==> src/rtl/ram_pkg.sv <==
// Shared types and constants for the DRAM sequencer/arbiter.
package ram_pkg;

  localparam int unsigned CntW            = 3;
  localparam int unsigned PreCyclesDef    = 2;
  localparam int unsigned RefRasCyclesDef = 3;
  localparam int unsigned CyclesMin       = 1;
  localparam int unsigned CyclesMax       = 7;

  typedef enum logic [2:0] {
    StIdle,
    StRas,
    StCas,
    StHold,
    StPre,
    StRcas,
    StRras,
    StRpre
  } ram_state_e;

  // Counter load value for a phase lasting `cycles` cycles, clamped to the legal range.
  function automatic logic [CntW-1:0] cnt_load(int unsigned cycles);
    int unsigned c;
    c = (cycles < CyclesMin) ? CyclesMin : ((cycles > CyclesMax) ? CyclesMax : cycles);
    return CntW'(c - 1);
  endfunction

endpackage

==> src/rtl/ram_delay_cnt.sv <==
// Loadable 3-bit down-counter with zero flag; holds at zero instead of wrapping.
module ram_delay_cnt
  import ram_pkg::*;
(
  input  logic            clk,
  input  logic            rst_n,
  input  logic            load,
  input  logic [CntW-1:0] load_val,
  output logic            zero
);

  logic [CntW-1:0] cnt_q;

  always_ff @(posedge clk or negedge rst_n) begin
    if (!rst_n) begin
      cnt_q <= '0;
    end else if (load) begin
      cnt_q <= load_val;
    end else if (cnt_q != '0) begin
      cnt_q <= cnt_q - 1'b1;
    end
  end

  assign zero = (cnt_q == '0);

endmodule

==> src/rtl/ram_arbiter.sv <==
// DRAM sequencer: arbitrates CPU accesses against CBR refresh and drives RAS/CAS/mux.
// Define RAM_REFSTAT_EN to add the RefCount/UrgentCount statistics outputs.
module ram_arbiter
  import ram_pkg::*;
#(
  parameter int unsigned PRE_CYCLES     = PreCyclesDef,
  parameter int unsigned REF_RAS_CYCLES = RefRasCyclesDef
) (
  input  logic        FCLK,
  input  logic        nRESET,
  input  logic        ASActive,
  input  logic        ASInactive,
  input  logic        RAMCS,
  input  logic        nUDS,
  input  logic        nLDS,
  input  logic        RefReq,
  input  logic        RefUrgent,
  output logic        nRAS,
  output logic        nCASH,
  output logic        nCASL,
  output logic        RASMux,
  output logic        RAMReady,
  output logic        RefAck,
  output logic        Busy
`ifdef RAM_REFSTAT_EN
  ,
  output logic [15:0] RefCount,
  output logic [7:0]  UrgentCount
`endif
);

  localparam logic [CntW-1:0] PreLoad = cnt_load(PRE_CYCLES);
  localparam logic [CntW-1:0] RefLoad = cnt_load(REF_RAS_CYCLES);

  ram_state_e      state_q, state_d;
  logic            cnt_load_en;
  logic [CntW-1:0] cnt_load_val;
  logic            cnt_zero;

  always_comb begin
    state_d = state_q;
    case (state_q)
      StIdle: begin
        if (RefUrgent)               state_d = StRcas;
        else if (ASActive && RAMCS)  state_d = StRas;
        else if (RefReq)             state_d = StRcas;
      end
      StRas:         state_d = ASInactive ? StPre : StCas;
      StCas, StHold: state_d = ASInactive ? StPre : StHold;
      StPre:         if (cnt_zero) state_d = StIdle;
      StRcas:        state_d = StRras;
      StRras:        if (cnt_zero) state_d = StRpre;
      StRpre:        if (cnt_zero) state_d = StIdle;
      default:       state_d = StIdle;
    endcase
  end

  // Every timed phase loads the counter on entry and leaves once it reads zero.
  assign cnt_load_en  = (state_d != state_q) &&
                        (state_d == StPre || state_d == StRras || state_d == StRpre);
  assign cnt_load_val = (state_d == StRras) ? RefLoad : PreLoad;

  ram_delay_cnt u_delay_cnt (
    .clk      (FCLK),
    .rst_n    (nRESET),
    .load     (cnt_load_en),
    .load_val (cnt_load_val),
    .zero     (cnt_zero)
  );

  // Outputs are registered from the next state so they change on the deciding edge.
  always_ff @(posedge FCLK or negedge nRESET) begin
    if (!nRESET) begin
      state_q  <= StIdle;
      nRAS     <= 1'b1;
      nCASH    <= 1'b1;
      nCASL    <= 1'b1;
      RASMux   <= 1'b0;
      RAMReady <= 1'b0;
      RefAck   <= 1'b0;
      Busy     <= 1'b0;
    end else begin
      state_q  <= state_d;
      nRAS     <= 1'b1;
      nCASH    <= 1'b1;
      nCASL    <= 1'b1;
      RASMux   <= 1'b0;
      RAMReady <= 1'b0;
      RefAck   <= (state_q == StRcas);
      Busy     <= (state_d != StIdle);
      case (state_d)
        StRas: nRAS <= 1'b0;
        StCas, StHold: begin
          nRAS     <= 1'b0;
          nCASH    <= nUDS;
          nCASL    <= nLDS;
          RASMux   <= 1'b1;
          RAMReady <= 1'b1;
        end
        StRcas: begin
          nCASH <= 1'b0;
          nCASL <= 1'b0;
        end
        StRras:  nRAS <= 1'b0;
        default: ;
      endcase
    end
  end

`ifdef RAM_REFSTAT_EN
  always_ff @(posedge FCLK or negedge nRESET) begin
    if (!nRESET) begin
      RefCount    <= '0;
      UrgentCount <= '0;
    end else begin
      if (state_q == StRcas && RefCount != 16'hFFFF) begin
        RefCount <= RefCount + 16'd1;
      end
      if (state_q == StIdle && RefUrgent && UrgentCount != 8'hFF) begin
        UrgentCount <= UrgentCount + 8'd1;
      end
    end
  end
`endif

endmodule

==> config.mk <==
export PLATFORM = sky130hd
export DESIGN_NAME = ram_arbiter
export DESIGN_NICKNAME = d
export VERILOG_FILES = /design/src/rtl/ram_pkg.sv /design/src/rtl/ram_delay_cnt.sv /design/src/rtl/ram_arbiter.sv
export SDC_FILE = /design/constraint.sdc
export NUM_CORES = 1
export LEC_CHECK = 0
export CAP_MARGIN = 10
export CORE_UTILIZATION = 35
export CTS_CLUSTER_SIZE = 10
export DETAILED_ROUTE_END_ITERATION = 8
export PLACE_DENSITY = 0.69
export SYNTH_ARGS = -nofsm -noshare
export SYNTH_HDL_FRONTEND = slang
export SYNTH_SLANG_ARGS = --single-unit
==> constraint.sdc <==
create_clock -name FCLK -period 1.7 [get_ports FCLK]
set_input_delay 0.34 -clock FCLK [delete_from_list [all_inputs] [get_ports FCLK]]
set_output_delay 0.34 -clock FCLK [all_outputs]
set_load 0.01 [all_outputs]
==> flow_metrics.env <==
export IMPL_hold_buffers=0
export IMPL_synth_simple_area_share_pct=16.1
export IMPL_crit_chain="clkdlybuf4s50_1"
export IMPL_synthXorXnorAreaFrac_pct=1.34
export IMPL_yosysUniqueCellTypes=31
export IMPL_ys_ff_latch=12
export IMPL_cts_tree="built"
export IMPL_syn_num_nets=74
export IMPL_die_y_um=45.2
export IMPL_setup_viol=0
export IMPL_antenna_found_initial=0
export IMPL_grt_pass1_vias=496
export IMPL_overflow=0
export IMPL_crit_buf_inv=1
export IMPL_clock_skew_ns=0.00416
export IMPL_remaining_drc_errors=0
export IMPL_drt_pass1_iter_count=2
export IMPL_r2r_end="nRAS$_DFF_PN1_"
export IMPL_coreArea_mm2=0.00173
export IMPL_synth_cells=63
export IMPL_p_int_mw=0.934
export IMPL_critical_path_max_stage_delay_ns=0.53
export IMPL_ir_worst_vdd_uv=664
export IMPL_pre_cts_ws_ns=-0.00928
export IMPL_die_w_um=45.2
export IMPL_num_rows=15
export IMPL_slew_headroom_pct=64.5
export IMPL_status="complete, no violations"
export IMPL_tightest_slew_ns=0.530
export IMPL_die_area_mm2=0.00204
export IMPL_clk_latency_ns=0.27
export IMPL_syn_cell_area_um2=652
export IMPL_p_comb_share_pct=51.8
export IMPL_most_common_layout_cells="14 x clkdlybuf4s50_1, 9 x dfrtp_1, 7 x buf_4"
export IMPL_cts_sinks=12
export IMPL_seq_area_frac_synth_pct=46.6
export IMPL_yosysWarnings=0
export IMPL_cp_start_kind="flip-flop"
export IMPL_drv_cap=0
export IMPL_cts_htree_levels=1
export IMPL_power_density_mw_per_mm2=1610
export IMPL_worst_path_max_delay_cell="clkdlybuf4s50_1"
export IMPL_antenna_left=0
export IMPL_synth_area_mux_share_pct=3.07
export IMPL_finalCritPeriodShare_pct=97.4
export IMPL_crit_path_end_kind="output port"
export IMPL_critical_path_peak_fanout=1
export IMPL_root_buffer="clkbuf_4"
export IMPL_grtUsageTotal_pct=14.8
export IMPL_routed_wl_mm=1.27
export IMPL_fin_cells=111
export IMPL_path_class="flip-flop to output port"
export IMPL_postLayoutCoreUtil_pct=52.2
export IMPL_r2r_slack_ns=0.13
export IMPL_swShare_pct=35.7
export IMPL_clockPowerShare_pct=15.7
export IMPL_r2r_start="u_delay_cnt.cnt_q[1]$_DFFE_PN0P_"
export IMPL_dr_first_iter_drc_count=11
export IMPL_layout_setup_ws_ns=0.0442
export IMPL_hold_viol=0
export IMPL_seqPwrFrac_pct=32.6
export IMPL_area_delta_synth_final_pct=38.4
export IMPL_antenna_cells=0
export IMPL_wl_per_cell_um=11.5
export IMPL_hp_class="input pin to async pin"
export IMPL_synth_compound_area_share_pct=22.1
export IMPL_critPathRequiredTime_ns=1.36
export IMPL_critical_path_top_delay_family="buffers and inverters"
export IMPL_net_switching_power_mw=0.518
export IMPL_dp_final_hpwl_um=978
export IMPL_synth_avg_cell_area_um2=10.3
export IMPL_ff2ff_path_depth=6
export IMPL_fmax_ghz=0.604
export IMPL_start_util_pct=37.8
export IMPL_period_needed_ns=1.66
export IMPL_fin_nets=98
export IMPL_path_clk_slew_ns=0.08
export IMPL_final_common_cell="clkdlybuf4s50_1"
export IMPL_vias_per_cell=4.84
export IMPL_grt_start_max_net_pins=13
export IMPL_synth_fa_ha_area_share_pct=3.84
export IMPL_rsz0062_at_grt="no"
export IMPL_placed_cells=106
export IMPL_leakage_nw=0.388
export IMPL_synth_top_family_by_area="compound AO/OA/AOI/OAI gates"
export IMPL_cts_max_path_buffers=2
export IMPL_io_pin_count=16
export IMPL_cts_made_buffers=3
export IMPL_globalplace_congestion=0.780
export IMPL_drv_slew=0
export IMPL_drive_gt1_share_pct=23.3
export IMPL_portBuffers=15
export IMPL_grt_pass1_wl_mm=2.08
export IMPL_num_vias=537
export IMPL_cp_arrival_ns=1.32
layout make-up:
type                            instances  area, um2
Tap cell                               25       31.3
Timing Repair Buffer                   22        205
Multi-Input combinational cell         43        307
Sequential cell                        12        304
Fill cell                             164        825
Inverter                                5       18.8
Clock buffer                            4       36.3
cell usage after synthesis:
cell | number | share of area, %
o31a_1 | 1 | 1.3
a21boi_0 | 1 | 1.2
a22o_1 | 1 | 1.3
buf_4 | 2 | 2.3
and2_1 | 1 | 0.96
nand4_1 | 1 | 0.96
ha_1 | 2 | 3.8
or2_2 | 2 | 1.9
dfstp_2 | 3 | 12
and3_1 | 1 | 0.96
a32oi_1 | 1 | 1.3
a2bb2oi_1 | 1 | 1.3
nor3_1 | 1 | 0.77
o21a_1 | 2 | 2.3
a31oi_1 | 1 | 0.96
a221oi_2 | 1 | 2.3
nor2_2 | 1 | 0.96
nand2_1 | 3 | 1.7
mux2i_1 | 2 | 3.1
nand2b_1 | 3 | 2.9
o21ai_0 | 5 | 3.8
o211ai_1 | 3 | 3.5
nand3b_1 | 1 | 1.2
or2_1 | 1 | 0.96
dfrtp_1 | 9 | 35
buf_6 | 1 | 1.7
inv_1 | 5 | 2.9
and2b_1 | 1 | 1.2
a211o_1 | 2 | 2.7
nor2_1 | 3 | 1.7
xnor2_1 | 1 | 1.3
state kept, by name, summed over array words and instances, names as in the netlist:
name and flops:
Busy 1, RAMReady 1, RefAck 1, nCASH 1, state_q 3, u_delay_cnt.cnt_q 3, nCASL 1, nRAS 1
how the worst max path moves through the flow:
| stage | start | end | slack, ns | depth (start not counted) |
|---|---|---|---|---|
| global route | nRAS$_DFF_PN1_ | nRAS | 0.008 | 1 |
| floorplan | u_delay_cnt.cnt_q[0]$_DFFE_PN0P_ | nRAS$_DFF_PN1_ | 0.11 | 6 |
| CTS | nRAS$_DFF_PN1_ | nRAS | 0.02 | 1 |
| global placement | RefUrgent | Busy$_DFF_PN0_ | -0.0008 | 5 |
| finish | nRAS$_DFF_PN1_ | nRAS | 0.04 | 1 |
| detailed placement | ASInactive | nRAS$_DFF_PN1_ | -0.009 | 5 |
power by group through the flow:
| stage | clock, mW | sequential [mW] | combinational [mW] |
|---|---|---|---|
| final | 0.228 | 0.473 | 0.751 |
| after global routing | 0.252 | 0.485 | 0.835 |
| after CTS | 0.240 | 0.474 | 0.736 |
| after detailed placement | 0 | 0.479 | 0.732 |
| after global placement | 0 | 0.475 | 0.715 |
| after floorplan | 0 | 0.484 | 0.495 |
through the flow:
stage,power [mW],area (um2),hold slack (ns),setup TNS [ns]
final,1.45,902,0.408,0
after global routing,1.57,902,0.461,0
after CTS,1.45,888,0.418,0
after detailed placement,1.21,852,0.572,-0.0147
after global placement,1.19,852,0.566,-0.000820
after floorplan,0.979,652,0.0444,0
layer usage:
layer | GRT usage [%] | up-vias | share of wire [%]
li1 | - | 269 | -
met1 | 19.9 | 251 | 50
met2 | 20.9 | 15 | 45
met3 | 2.80 | 2 | 4.3
met4 | 10.9 | 0 | 1.1
met5 | 0 | - | 0
cells by family after synthesis:
group,count (synthesis)
XOR/XNOR,1
buffers and inverters,8
AND/OR/NAND/NOR,19
multiplexers,2
AO/OA/AOI/OAI,19
adder cells (fa/ha/maj),2
flip-flops,12
repair_timing:
action	CTS	global route
endpoints found under the setup margin	0	3
resized for setup	0	3
setup buffers	0	1
Power figures use the tool's default switching activity.
